<file path="config.mk">
export PLATFORM = sky130hd
export DESIGN_NAME = alu_arb
export DESIGN_NICKNAME = d
export VERILOG_FILES = /design/src/rtl/alu_arb.sv
export SDC_FILE = /design/constraint.sdc
export NUM_CORES = 1
export LEC_CHECK = 0
export BUFFER_PORTS_ARGS = -buffer_cell sky130_fd_sc_hd__buf_2
export CORE_AREA = 8 8 234 236
export DETAILED_ROUTE_END_ITERATION = 6
export DIE_AREA = 0 0 242 244
export PLACE_DENSITY = 0.51
export RECOVER_POWER = 50
export SETUP_SLACK_MARGIN = 0.5
export SLEW_MARGIN = 20
export SYNTH_ARGS = -nofsm -noshare
export SYNTH_HDL_FRONTEND = slang
export SYNTH_SLANG_ARGS = --single-unit
</file>
<file path="constraint.sdc">
create_clock -name clk -period 2.38 [get_ports clk]
set_input_delay 0.238 -clock clk [delete_from_list [all_inputs] [get_ports clk]]
set_output_delay 0.238 -clock clk [all_outputs]
set_load 0.03 [all_outputs]
</file>
<file path="src/rtl/alu_arb.sv">
// alu_arb: two-requester front end for one shared combinational ALU.
// Ports:
//   clk, rst_n             clock, asynchronous active-low reset
//   flush                  drop the in-flight operation and return to IDLE
//   rN_req/a/b/op          requester N operation request (held until rN_gnt)
//   rN_gnt                 requester N operands accepted this cycle (comb)
//   rN_rvld/rN_res/rN_rrdy requester N result handshake; res reads 0 when not valid
//   alu_a/alu_b/alu_op     operand and op_ir registers presented to the ALU
//   alu_out                combinational ALU result, captured one cycle after grant
module alu_arb #(
    parameter int unsigned XLEN = 64,
    parameter int unsigned OPW  = 11
) (
    input  logic            clk,
    input  logic            rst_n,
    input  logic            flush,
    input  logic            r0_req,
    input  logic [XLEN-1:0] r0_a,
    input  logic [XLEN-1:0] r0_b,
    input  logic [OPW-1:0]  r0_op,
    output logic            r0_gnt,
    output logic            r0_rvld,
    output logic [XLEN-1:0] r0_res,
    input  logic            r0_rrdy,
    input  logic            r1_req,
    input  logic [XLEN-1:0] r1_a,
    input  logic [XLEN-1:0] r1_b,
    input  logic [OPW-1:0]  r1_op,
    output logic            r1_gnt,
    output logic            r1_rvld,
    output logic [XLEN-1:0] r1_res,
    input  logic            r1_rrdy,
    output logic [XLEN-1:0] alu_a,
    output logic [XLEN-1:0] alu_b,
    output logic [OPW-1:0]  alu_op,
    input  logic [XLEN-1:0] alu_out
);

    typedef enum logic [1:0] {
        IDLE = 2'd0,
        EXEC = 2'd1,
        RESP = 2'd2
    } state_t;

    state_t          state;
    state_t          state_nx;
    logic [XLEN-1:0] opa;
    logic [XLEN-1:0] opb;
    logic [OPW-1:0]  opc;
    logic [XLEN-1:0] res;
    logic            owner;
    logic            last;

    logic            window;
    logic            grant;
    logic            winner;
    logic            owner_rrdy;

    assign alu_a  = opa;
    assign alu_b  = opb;
    assign alu_op = opc;

    assign owner_rrdy = owner ? r1_rrdy : r0_rrdy;

    // Next state, grant arbitration and response valids
    always_comb begin
        state_nx = state;
        window   = 1'b0;
        grant    = 1'b0;
        winner   = 1'b0;
        r0_gnt   = 1'b0;
        r1_gnt   = 1'b0;
        r0_rvld  = 1'b0;
        r1_rvld  = 1'b0;

        case (state)
            IDLE: window = 1'b1;
            EXEC: state_nx = RESP;
            RESP: begin
                r0_rvld = ~owner;
                r1_rvld = owner;
                if (owner_rrdy) begin
                    window   = 1'b1;
                    state_nx = IDLE;
                end
            end
            default: state_nx = IDLE;
        endcase

        // Gated by rst_n so no grant leaks out while reset is held
        if (window && rst_n) begin
            // On a tie the requester that did not win last time goes first
            if (r0_req && (!r1_req || last)) begin
                r0_gnt = 1'b1;
                grant  = 1'b1;
                winner = 1'b0;
            end else if (r1_req) begin
                r1_gnt = 1'b1;
                grant  = 1'b1;
                winner = 1'b1;
            end
        end

        if (grant) begin
            state_nx = EXEC;
        end

        if (flush) begin
            r0_gnt   = 1'b0;
            r1_gnt   = 1'b0;
            r0_rvld  = 1'b0;
            r1_rvld  = 1'b0;
            grant    = 1'b0;
            state_nx = IDLE;
        end
    end

    assign r0_res = r0_rvld ? res : '0;
    assign r1_res = r1_rvld ? res : '0;

    // State register
    always_ff @(posedge clk or negedge rst_n) begin
        if (!rst_n) begin
            state <= IDLE;
        end else begin
            state <= state_nx;
        end
    end

    // Operand latch, ownership and result capture
    always_ff @(posedge clk or negedge rst_n) begin
        if (!rst_n) begin
            opa   <= '0;
            opb   <= '0;
            opc   <= '0;
            res   <= '0;
            owner <= 1'b0;
            last  <= 1'b1;
        end else begin
            if (grant) begin
                opa   <= winner ? r1_a  : r0_a;
                opb   <= winner ? r1_b  : r0_b;
                opc   <= winner ? r1_op : r0_op;
                owner <= winner;
                last  <= winner;
            end
            if (state == EXEC && !flush) begin
                res <= alu_out;
            end
        end
    end

endmodule
</file>
**Yosys cells after proc, flatten, opt, wreduce, memory -nomap -nowiden**

Cells that the tools add are included.

- Flip-flop bits (word level): 207
- Word-level logic and storage cells: 46

- Equal/unequal tests: 4
- Muxes and demuxes: 26
- Bitwise logic cells: 1
- Reductions and logical operators: 8

Operators with widths:

| cell | count |
|---|---|
| two-way mux 64 bit | 4 |
| two-way mux 1 bit | 16 |
| two-way mux 11 bit | 1 |
| two-way mux 2 bit | 3 |
| one-hot mux 2 bit (3 select lines) | 1 |
| inequality test 4 bit, second input constant | 1 |
| logical AND 1 bit | 3 |
| inequality test 3 bit, second input constant | 1 |
| == test 2 x 1 -> 1 bit, second input constant | 1 |
| == test 2 bit, second input constant | 1 |
| logical NOT 1 bit | 2 |
| logical NOT 2 bit | 1 |
| one-hot mux 1 bit (2 select lines) | 1 |
| AND reduction 2 bit | 1 |
| logical OR 1 bit | 1 |
| NOT 1 bit | 1 |

**Depth between registers and ports, before layout**

- Word-level depth: 7
- Depth in mapped cells: 5

**Least setup slack after synthesis**

OpenSTA, ideal clock, no wires.

- Path kind: register -> register
- Start: register last
- End: register opa[0], in the netlist alu_a[0]
- Arrival: 1.762 ns
- Required time: 2.253 ns
- Setup slack: 0.491 ns
- Cell stages (with the launch flop): 6
- Buffers on the path: 2
- Cells stage by stage: dfstp_2 > a21boi_1 > clkbuf_1 > buf_2 > mux2_2 > mux2_1

- Longest elaborated chain between the ends: 5

RTL lines:

| element | RTL line | text |
|---|---|---|
| start: declaration | 52 | `logic last;` |
| start signal: assignment | 145 | `last <= winner;` |
| logical OR 1 bit (*) | 93 | `if (r0_req && (!r1_req \|\| last)) begin` |
| logical AND 1 bit (*) | 93 |  |
| two-way mux 1 bit | 93 |  |
| two-way mux 1 bit | 91 | `if (window && rst_n) begin` |
| two-way mux 64 bit or two-way mux 1 bit (tied branches) | 141, 108 |  |
| end signal: assignment | 141 | `opa <= winner ? r1_a : r0_a;` |
| end: declaration | 47 | `logic [XLEN-1:0] opa;` |

Mark *: on every way between the ends. The rest lies on a longest branch, timed or not.
A chain may end at the register's enable or synchronous reset.

**Worst setup path in the final report**

- Start: register state[1]
- End: output port r0_res[18]

- Longest elaborated chain between the ends: 4

RTL lines:

| element | RTL line | text |
|---|---|---|
| start: declaration | 45 | `state_t state;` |
| start signal: assignment | 126 | `state <= state_nx;` |
| == test 2 bit | 76 | `case (state)` |
| two-way mux 1 bit | 76 |  |
| two-way mux 1 bit | 108 | `if (flush) begin` |
| two-way mux 64 bit | 118 | `assign r0_res = r0_rvld ? res : '0;` |
| end: declaration | 23 | `output logic [XLEN-1:0] r0_res,` |

Every way passes these cells.

==> metrics.csv <==
metric,value,unit
vias_per_cell,4.12,
dr.first_iter.drc_count,264,
avgSynthCellArea,13.7,sq um
p_sw,4830,uW
antenna_found_initial,4,
max_freq,449,MHz
initial_utilization,20.2,%
cpMostUsedCell,buf_4,
hold_violations,0,
worstHoldPathType,primary input to register,
crit_path_end_kind,output port,
slowest_delay,0.41,ns
fin_hold_ws,0.0724,ns
dieArea,0.0590,sq mm
rows,83,
worst_pin_slew,0.922,ns
fp.coreArea,0.0509,sq mm
nNetsFinal,1846,
netlist_instances,749,
synthDistinctLibCells,25,
p_comb_share,37.2,%
drv_cap,0,
p_clk_share,24.5,%
synth_area,0.0103,sq mm
cp.arrival,1.99,ns
die_y,244,um
setup_tns,0,ns
power.leakage,0.00834,uW
cts.sinks,207,
die_w,242,um
mappedNetlistNets,1098,
p_per_area,756,mW/mm^2
swShare,35.7,%
irDropWorstVdd,0.395,mV
cp.required,2.14,ns
dr.pass1.iters,4,
slew_headroom,38.5,%
yosysSeqAreaShare,50.4,%
setup_viol,0,
skew,0.0150,ns
io_pins,620,
num-fill-cells,5104,
h-tree-depth,1,
critPathTopFamily,buffers and inverters,
syn_to_final_growth,74.0,%
start_kind,register,
final_max_slew_viol_count,0,
yosys_warnings,0,
grt_max_degree,119,
io_buffers,619,
worst-path-buf-inv,5,
internal-power,8690,uW
postRouteAntennaNets,0,
synth-seq-cells,207,
via_count,9016,
power.share.sequential,38.3,%
critPathMaxFanout,5,
cts-root-buf,clkbuf_16,
drive_gt1_share,67.1,%
drc,0,
clk_latency,0.52,ns
avgRoutedWirePerCell,20.6,um
status,finished clean,
grt_pass1_vias,9801,
dp_hpwl,30500,um
cts_buffers,23,
critical-path-slowest-cell,dfrtp_2,
tritoncts,built,
rsz0062_at_grt,yes,
clock_path_buffers,3,
path_cells,"inv_2, nor4_4, buf_4, buf_4, buf_16, and2_4, buf_6",
post-route-period-util,93.5,%
fin_crit,2.23,ns
gp_congestion,0.797,
path_class,register to output port,
clkTransAtPathRegs,0.06,ns
drt-total-wl,45000,um
grt_pass1_wl,60600,um
grt_use_total,12.9,%
gr-total-overflow,0,
## final cells by class
cell class                 instances  area, sq um  area share (%)
clock inverter                     2         10.0          0.0560
tap                              680          851            4.76
timing repair buffer             773         5610            31.4
inverter                           2         7.51          0.0420
antenna                            2         5.00          0.0280
multi-input combinational        490         5530            30.9
sequential                       207         5180            29.0
clock buffer                      34          677            3.79
## sequential cells by signal (all words and copies together) (netlist names)
signal and count:
alu_a 64, alu_b 64, alu_op 11, last 1, owner 1, res 64, state 2
## per-layer routing
layer | share of wire (%) | track usage (%) | vias up
li1 | - | - | 4113
met1 | 39 | 14.7 | 4451
met2 | 51 | 23.3 | 397
met3 | 7.3 | 4.25 | 51
met4 | 1.9 | 2.48 | 4
met5 | 0.036 | 0 | -
## power groups by stage
stage | clock (uW) | sequential [uW] | combinational, uW
after CTS | 3470 | 5080 | 4570
after global routing | 3590 | 5290 | 5320
after floorplan | 0 | 6310 | 1410
final | 3320 | 5170 | 5030
after detailed placement | 0 | 5110 | 4380
after global placement | 0 | 5100 | 4320
## through the flow
stage | worst slack (ns) | cells | utilization [%] | instance area, sq um | total power [uW]
floorplan | 0.536 | 749 | - | 10300 | 7710
global placement | 0.317 | 2029 | 28.1 | 14300 | 9420
detailed placement | 0.258 | 2029 | 28.1 | 14300 | 9490
CTS | 0.153 | 2148 | 32.5 | 16600 | 13100
global route | 0.0310 | 2189 | 35.1 | 17900 | 14200
finish | 0.154 | 2190 | 35.1 | 17900 | 13500
## cells in the final DEF, fill, tap and decap left out, types with 2 or more instances in the layout
cell / count
dfrtp_2: 2
buf_8: 16
buf_12: 16
dfrtp_1: 204
mux2_4: 138
clkinv_2: 2
clkbuf_16: 40
dlygate4sd3_1: 66
buf_4: 80
clkbuf_4: 4
clkbuf_1: 144
buf_16: 6
buf_6: 79
clkbuf_8: 7
and2_4: 59
and2_1: 71
buf_2: 348
mux2_2: 203
diode_2: 2
## cell usage after synthesis, drive strengths merged
library cell	n	area (sq um)
and2	130	813
o2111ai	1	8.76
dfrtp	206	5150
clkbuf	20	75.1
dfstp	1	26.3
a211oi	2	20.0
o211a	1	10.0
or3b	1	8.76
buf	30	215
a21boi	1	7.51
a22o	1	8.76
nor4	1	6.26
mux2	342	3850
nand2b	1	6.26
mux2i	1	10.0
inv	2	7.51
a21oi	2	10.0
nor2	3	11.3
nand3b	1	7.51
a2bb2oi	1	8.76
and3	1	6.26
## cell families (layout without fill, tap and decap cells)
group | count (synthesis) | in the layout | share of synthesized area [%]
other | 0 | 2 | 0
multiplexers | 343 | 343 | 37.6
flip-flops | 207 | 207 | 50.4
buffers and inverters | 52 | 811 | 2.90
AND/OR/NAND/NOR | 138 | 138 | 8.37
AO/OA/AOI/OAI | 9 | 9 | 0.719
## worst reg2reg max path, cell delays in order, from the launching register on
cell and delay [ns]:
dfrtp_1 0.44, or3b_4 0.43, a211oi_4 0.25, buf_12 0.20, buf_12 0.16, buf_4 0.15, buf_8 0.11, mux2_4 0.30
## worst paths after layout
check	from	end	slack [ns]	cells after the start
hold / removal	r0_op[5]	alu_op[5]	0.07	3
setup reg to reg	state[0]	alu_a[6]	0.20	7
setup / recovery	state[1]	r0_res[18]	0.15	7
min in group asynchronous	rst_n	res[1]	0.63	3
hold reg to reg	alu_b[17]	alu_b[17]	0.51	1
max in group asynchronous	rst_n	alu_b[5]	0.52	4
## repair_timing
item / CTS / global route
hold buffers: 66 / 0
pin swaps: 1 / 11
hold endpoints to repair: 95 / 0
buffers inserted: 10 / 16
gates cloned: 7 / 24
resized for setup: 231 / 238
setup endpoints to repair: 266 / 273
Power figures use the tool's default switching activity.
